**config.mk**
```make
export PLATFORM = sky130hd
export DESIGN_NAME = uart_tx_cfg
export DESIGN_NICKNAME = d
export VERILOG_FILES = /design/src/rtl/uart_tx_cfg.sv
export SDC_FILE = /design/constraint.sdc
export NUM_CORES = 1
export LEC_CHECK = 0
export ABC_AREA = 1
export CORE_ASPECT_RATIO = 1.1
export CORE_MARGIN = 10
export CORE_UTILIZATION = 45
export CTS_BUF_LIST = sky130_fd_sc_hd__clkbuf_4 sky130_fd_sc_hd__clkbuf_8 sky130_fd_sc_hd__clkbuf_16
export DETAILED_ROUTE_END_ITERATION = 12
export SYNTH_ARGS = -nofsm -noshare
export SYNTH_HDL_FRONTEND = slang
export SYNTH_SLANG_ARGS = --single-unit
```
**constraint.sdc**
```tcl
create_clock -name clk -period 2.3 [get_ports clk]
set_clock_uncertainty 0.2 [all_clocks]
set_input_delay 0.69 -clock clk [delete_from_list [all_inputs] [get_ports clk]]
set_output_delay 0.69 -clock clk [all_outputs]
set_load 0.05 [all_outputs]
```
**src/rtl/uart_tx_cfg.sv**
```systemverilog
// uart_tx_cfg: configurable UART transmitter. Frame is a start bit, 5..9 data bits sent LSB first,
// optional even/odd parity and 1..2 stop bits. Characters arrive over a valid/ready handshake.
module uart_tx_cfg #(
   parameter int unsigned CLK_FREQ  = 50_000_000,
   parameter int unsigned BAUD      = 9600,
   parameter int unsigned DATA_BITS = 8,
   parameter int unsigned PARITY    = 0,
   parameter int unsigned STOP_BITS = 1
) (
   input  logic                 clk,
   input  logic                 rst,
   input  logic                 tx_valid,
   output logic                 tx_ready,
   input  logic [DATA_BITS-1:0] tx_data,
   output logic                 tx_line,
   output logic                 tx_busy,
   output logic                 tx_done
);

   localparam int unsigned BAUD_DIV = CLK_FREQ / BAUD;
   localparam int unsigned CNT_W    = (BAUD_DIV > 1) ? $clog2(BAUD_DIV) : 1;
   localparam int unsigned IDX_W    = $clog2(DATA_BITS + 1);

   if (BAUD_DIV < 2 || DATA_BITS < 5 || DATA_BITS > 9 || PARITY > 2 ||
       STOP_BITS < 1 || STOP_BITS > 2) begin : g_bad_cfg
      $error("uart_tx_cfg: illegal parameter set");
   end

   typedef enum logic [2:0] {
      S_IDLE,
      S_START,
      S_DATA,
      S_PARITY,
      S_STOP
   } state_t;

   state_t               r_state,    w_state;
   logic [CNT_W-1:0]     r_baud_cnt, w_baud_cnt;
   logic [IDX_W-1:0]     r_bit_idx,  w_bit_idx;
   logic [DATA_BITS-1:0] r_shift,    w_shift;
   logic                 r_par_bit,  w_par_bit;
   logic                 r_stop_idx, w_stop_idx;
   logic                 r_line,     w_line;
   logic                 r_ready,    w_ready;
   logic                 r_busy,     w_busy;
   logic                 r_done,     w_done;
   logic                 w_bit_end;
   logic                 w_accept;

   assign w_bit_end = (r_baud_cnt == CNT_W'(BAUD_DIV - 1));
   assign w_accept  = tx_valid && r_ready;

   always_ff @(posedge clk or posedge rst) begin
      if (rst) begin
         r_state    <= S_IDLE;
         r_baud_cnt <= '0;
         r_bit_idx  <= '0;
         r_shift    <= '0;
         r_par_bit  <= 1'b0;
         r_stop_idx <= 1'b0;
         r_line     <= 1'b1;
         r_ready    <= 1'b1;
         r_busy     <= 1'b0;
         r_done     <= 1'b0;
      end else begin
         r_state    <= w_state;
         r_baud_cnt <= w_baud_cnt;
         r_bit_idx  <= w_bit_idx;
         r_shift    <= w_shift;
         r_par_bit  <= w_par_bit;
         r_stop_idx <= w_stop_idx;
         r_line     <= w_line;
         r_ready    <= w_ready;
         r_busy     <= w_busy;
         r_done     <= w_done;
      end
   end

   always_comb begin
      w_state    = r_state;
      w_baud_cnt = r_baud_cnt;
      w_bit_idx  = r_bit_idx;
      w_shift    = r_shift;
      w_par_bit  = r_par_bit;
      w_stop_idx = r_stop_idx;
      w_line     = r_line;
      w_ready    = r_ready;
      w_busy     = r_busy;
      w_done     = 1'b0;

      // Bit timer only runs inside a frame, so every frame is aligned to its accept edge.
      if (r_state != S_IDLE) begin
         w_baud_cnt = w_bit_end ? '0 : r_baud_cnt + CNT_W'(1);
      end

      case (r_state)
         S_IDLE: begin
            w_baud_cnt = '0;
            if (w_accept) begin
               w_shift    = tx_data;
               w_par_bit  = (PARITY == 2) ? ~^tx_data : ^tx_data;
               w_bit_idx  = '0;
               w_stop_idx = 1'b0;
               w_state    = S_START;
               w_line     = 1'b0;
               w_ready    = 1'b0;
               w_busy     = 1'b1;
            end
         end
         S_START: begin
            if (w_bit_end) begin
               w_state = S_DATA;
               w_line  = r_shift[0];
            end
         end
         S_DATA: begin
            if (w_bit_end) begin
               if (r_bit_idx == IDX_W'(DATA_BITS - 1)) begin
                  w_bit_idx = '0;
                  if (PARITY != 0) begin
                     w_state = S_PARITY;
                     w_line  = r_par_bit;
                  end else begin
                     w_state = S_STOP;
                     w_line  = 1'b1;
                  end
               end else begin
                  w_shift   = r_shift >> 1;
                  w_line    = r_shift[1];
                  w_bit_idx = r_bit_idx + IDX_W'(1);
               end
            end
         end
         S_PARITY: begin
            if (w_bit_end) begin
               w_state = S_STOP;
               w_line  = 1'b1;
            end
         end
         S_STOP: begin
            if (w_bit_end) begin
               if (STOP_BITS == 2 && !r_stop_idx) begin
                  w_stop_idx = 1'b1;
               end else begin
                  w_stop_idx = 1'b0;
                  w_state    = S_IDLE;
                  w_ready    = 1'b1;
                  w_busy     = 1'b0;
                  w_done     = 1'b1;
               end
            end
         end
         default: begin
            w_state = S_IDLE;
         end
      endcase
   end

   assign tx_ready = r_ready;
   assign tx_line  = r_line;
   assign tx_busy  = r_busy;
   assign tx_done  = r_done;

endmodule

```
==> impl_metrics.csv <==
group,metric,value,unit
timing,final_hold_viol_count,0,
grt,antenna_found_initial,0,
timing,rsz0062_at_grt,"no",
critical_path,crit_fanout,12,
logic_synthesis,synth-edff-count,0,
critical_path,path_cells,"inv_2, nor2_4, nand2_2, clkinv_2, nand2_2, nand3_4, nand2_1, nand2_1",
clock_tree,post_cts_resized,0,
cells_and_area,insertedDiodeCount,0,
clock_tree,h-tree-depth,2,
outcome,outcome,"finished, final reports clean",
critical_path,arrival,1.88,ns
floorplanning,die_y,85.7,um
drt,drtPass1Iterations,5,
grt,grt_max_degree,33,
timing,setup_violations,0,
hold_path,min_path_type,"reg -> reg",
logic_synthesis,synthTopCellsByCount,"nand2_1, dfrtp_1, nor2_1",
logic_synthesis,yosys_warnings,0,
timing,worst_pin_slew,0.519,ns
cells_and_area,final_cell_area,2060,um^2
drt,vias_per_cell,4.95,
logic_synthesis,synth_largest_area_cell,"dfrtp_1",
clock_tree,cts.sinks,32,
drt,vias,1451,
cells_and_area,drive_above_1_share,16.9,%
drt,avgRoutedWirePerCell,13.0,um
floorplanning,dieArea,6830,um^2
critical_path,cp.required,2.27,ns
logic_synthesis,synth_cell_types,28,
grt,busiest_layer,"met2",
logic_synthesis,synth_area_leaders,"dfrtp_1, nand2_1, nor2_1, inv_1, nand4_1",
flow_run,max_cap_viol_count,0,
grt,grt_use_met1,11.7,%
placement,io_buffers,14,
critical_path,critPathCaptureType,"register",
critical_path,startpoint_type,"register",
drt,initialDrtViolationCount,43,
critical_path,slowest_delay,0.43,ns
clock_tree,cts_buffers,5,
grt,grt_usage,12.2,%
timing,maxClockFrequency,525,MHz
clock_tree,post_cts_buffers,0,
logic_synthesis,syn_area,1770,um^2
placement,placed_area,1960,um^2
logic_synthesis,synth_seq_cells,32,
critical_path,cp_slowest_cell,"dfrtp_1",
timing,period_share,82.8,%
timing,period_needed,1.91,ns
drt,drc_errors,0,
placement,dp_hpwl,2840,um
power_and_ir_drop,power.density,513,nW/um^2
floorplanning,die_w,79.7,um
clock_tree,cts_tree,"done",
power_and_ir_drop,vdd_drop_max,0.000292,V
floorplanning,start_util,47.6,%
clock_tree,root_buffer,"clkbuf_8",
grt,gr-total-overflow,0,
clock_tree,postCtsHoldBufs,0,
drt,ant_nets,0,
cells_and_area,nNetsFinal,255,
logic_synthesis,yosysSeqAreaShare,45.5,%
floorplanning,num_rows,23,
logic_synthesis,synth_cells,223,
placement,place_congestion,0.818,
grt,grt.met3_usage,3.86,%
grt,grt_pass1_vias,1459,
logic_synthesis,synth.most_common_cell,"nand2_1",
logic_synthesis,synth_top_area_share,42.5,%
floorplanning,io-pin-count,15,
grt,use_met2,23.0,%
timing,max_slew_margin,65.2,%
clock_tree,max-clock-path-buffers,2,
timing,finalMaxSlewViolations,0,
timing,setup_tns,0,ns
grt,grt_pass1_wl,6620,um
logic_synthesis,synth_nets,236,
power_and_ir_drop,cellLeakagePower,1.00,nW
logic_synthesis,synth_async_sr_flop_share,100,%
drt,wl,3800,um
logic_synthesis,ys.flop_type,"dfrtp_1",
floorplanning,coreArea,3710,um^2
critical_path,reg2reg_slack,0.39,ns
critical_path,crit_type,"reg -> reg",
clock_tree,clkTransAtPathRegs,0.07,ns
cells_and_area,fin_util,55.4,%
logic_synthesis,postSynthAreaPerCell,7.92,um^2
clock_tree,clock_latency,0.29,ns
cells_and_area,synthToLayoutAreaGrowth,16.5,%
-- path summary, 6_finish.rpt --
path	startpoint	end	depth (start not counted)
worst max-delay path	r_state[1]$_DFFE_PP0P_	r_shift[5]$_DFFE_PP0P_	8
worst min-delay path	r_baud_cnt[0]$_DFF_PP0_	r_baud_cnt[0]$_DFF_PP0_	1
worst max register to register	r_state[1]$_DFFE_PP0P_	r_shift[5]$_DFFE_PP0P_	8
worst min register to register	r_baud_cnt[0]$_DFF_PP0_	r_baud_cnt[0]$_DFF_PP0_	1
max in group asynchronous	rst	tx_line$_DFFE_PP1P_	3
min in group asynchronous	rst	r_baud_cnt[3]$_DFF_PP0_	3
-- layer usage --
metal  share of wire, %  vias to the layer above  routed length, um
li1                   -                      741                  -
met1                 39                      687               1490
met2                 55                       18               2090
met3                4.1                        5                157
met4                1.6                        0                 62
met5                  0                        -                  0
-- cells by family (layout without fill, tap and decap cells) --
| family | after synthesis | in the layout | share of synthesized area (%) |
|---|---|---|---|
| simple gates | 145 | 145 | 39.5 |
| flops | 32 | 32 | 45.5 |
| compound gates | 12 | 12 | 4.39 |
| buf+inv | 27 | 47 | 6.66 |
| fa+ha+maj | 2 | 2 | 1.42 |
| xor+xnor | 5 | 5 | 2.48 |
-- final cells by class --
type | count | area (um^2)
Multi-Input combinational cell | 164 | 845
Sequential cell | 32 | 803
Clock inverter | 2 | 10.0
Tap cell | 50 | 62.6
Clock buffer | 6 | 82.6
Timing Repair Buffer | 15 | 163
Fill cell | 378 | 1660
Inverter | 24 | 91.3
-- cells in the final DEF, fill, tap and decap left out, types with 2 or more instances in the layout --
master,count
dfrtp_1,30
nand3_4,2
o21ai_0,5
nand2_2,5
nor2_2,3
inv_1,20
a21oi_1,2
clkbuf_8,6
dfstp_2,2
buf_4,3
ha_1,2
clkdlybuf4s50_1,10
xor2_1,4
clkinv_2,3
nor2_1,23
nor3_1,2
nand2_4,3
nand4_1,12
o21ai_2,4
buf_12,2
nand2_1,77
nand3_1,11
nor2_4,3
inv_2,3
-- per-stage QoR --
step                      power [mW]  std cells  hold WS, ns  worst slack (ns)
after floorplan                0.588        223        0.225             0.703
after global placement         0.610        285        0.245             0.208
after detailed placement       0.611        285        0.261             0.155
after CTS                       1.07        293        0.271             0.386
after global routing            1.09        293        0.294             0.244
final                           1.06        293        0.266             0.395
-- registers in the layout, indices dropped and copies added, names as in the netlist --
signal,count
tx_line,1
r_shift,8
tx_done,1
r_bit_idx,4
tx_ready,1
tx_busy,1
r_state,3
r_baud_cnt,13
-- worst max-delay path, delay by kind of cell (launching register included) --
family / cells / cell delay [ns]
simple gates: 6 / 0.82
flops: 1 / 0.43
buf+inv: 2 / 0.35
-- where the power goes --
part,internal [mW],leakage (nW),total [mW],switching [mW]
combinational,0.0190,0.537,0.0362,0.0172
clock,0.239,0.0510,0.456,0.218
sequential,0.563,0.415,0.563,0
total,0.820,1.00,1.06,0.235
Note: power is estimated with default switching activity, not from simulation.
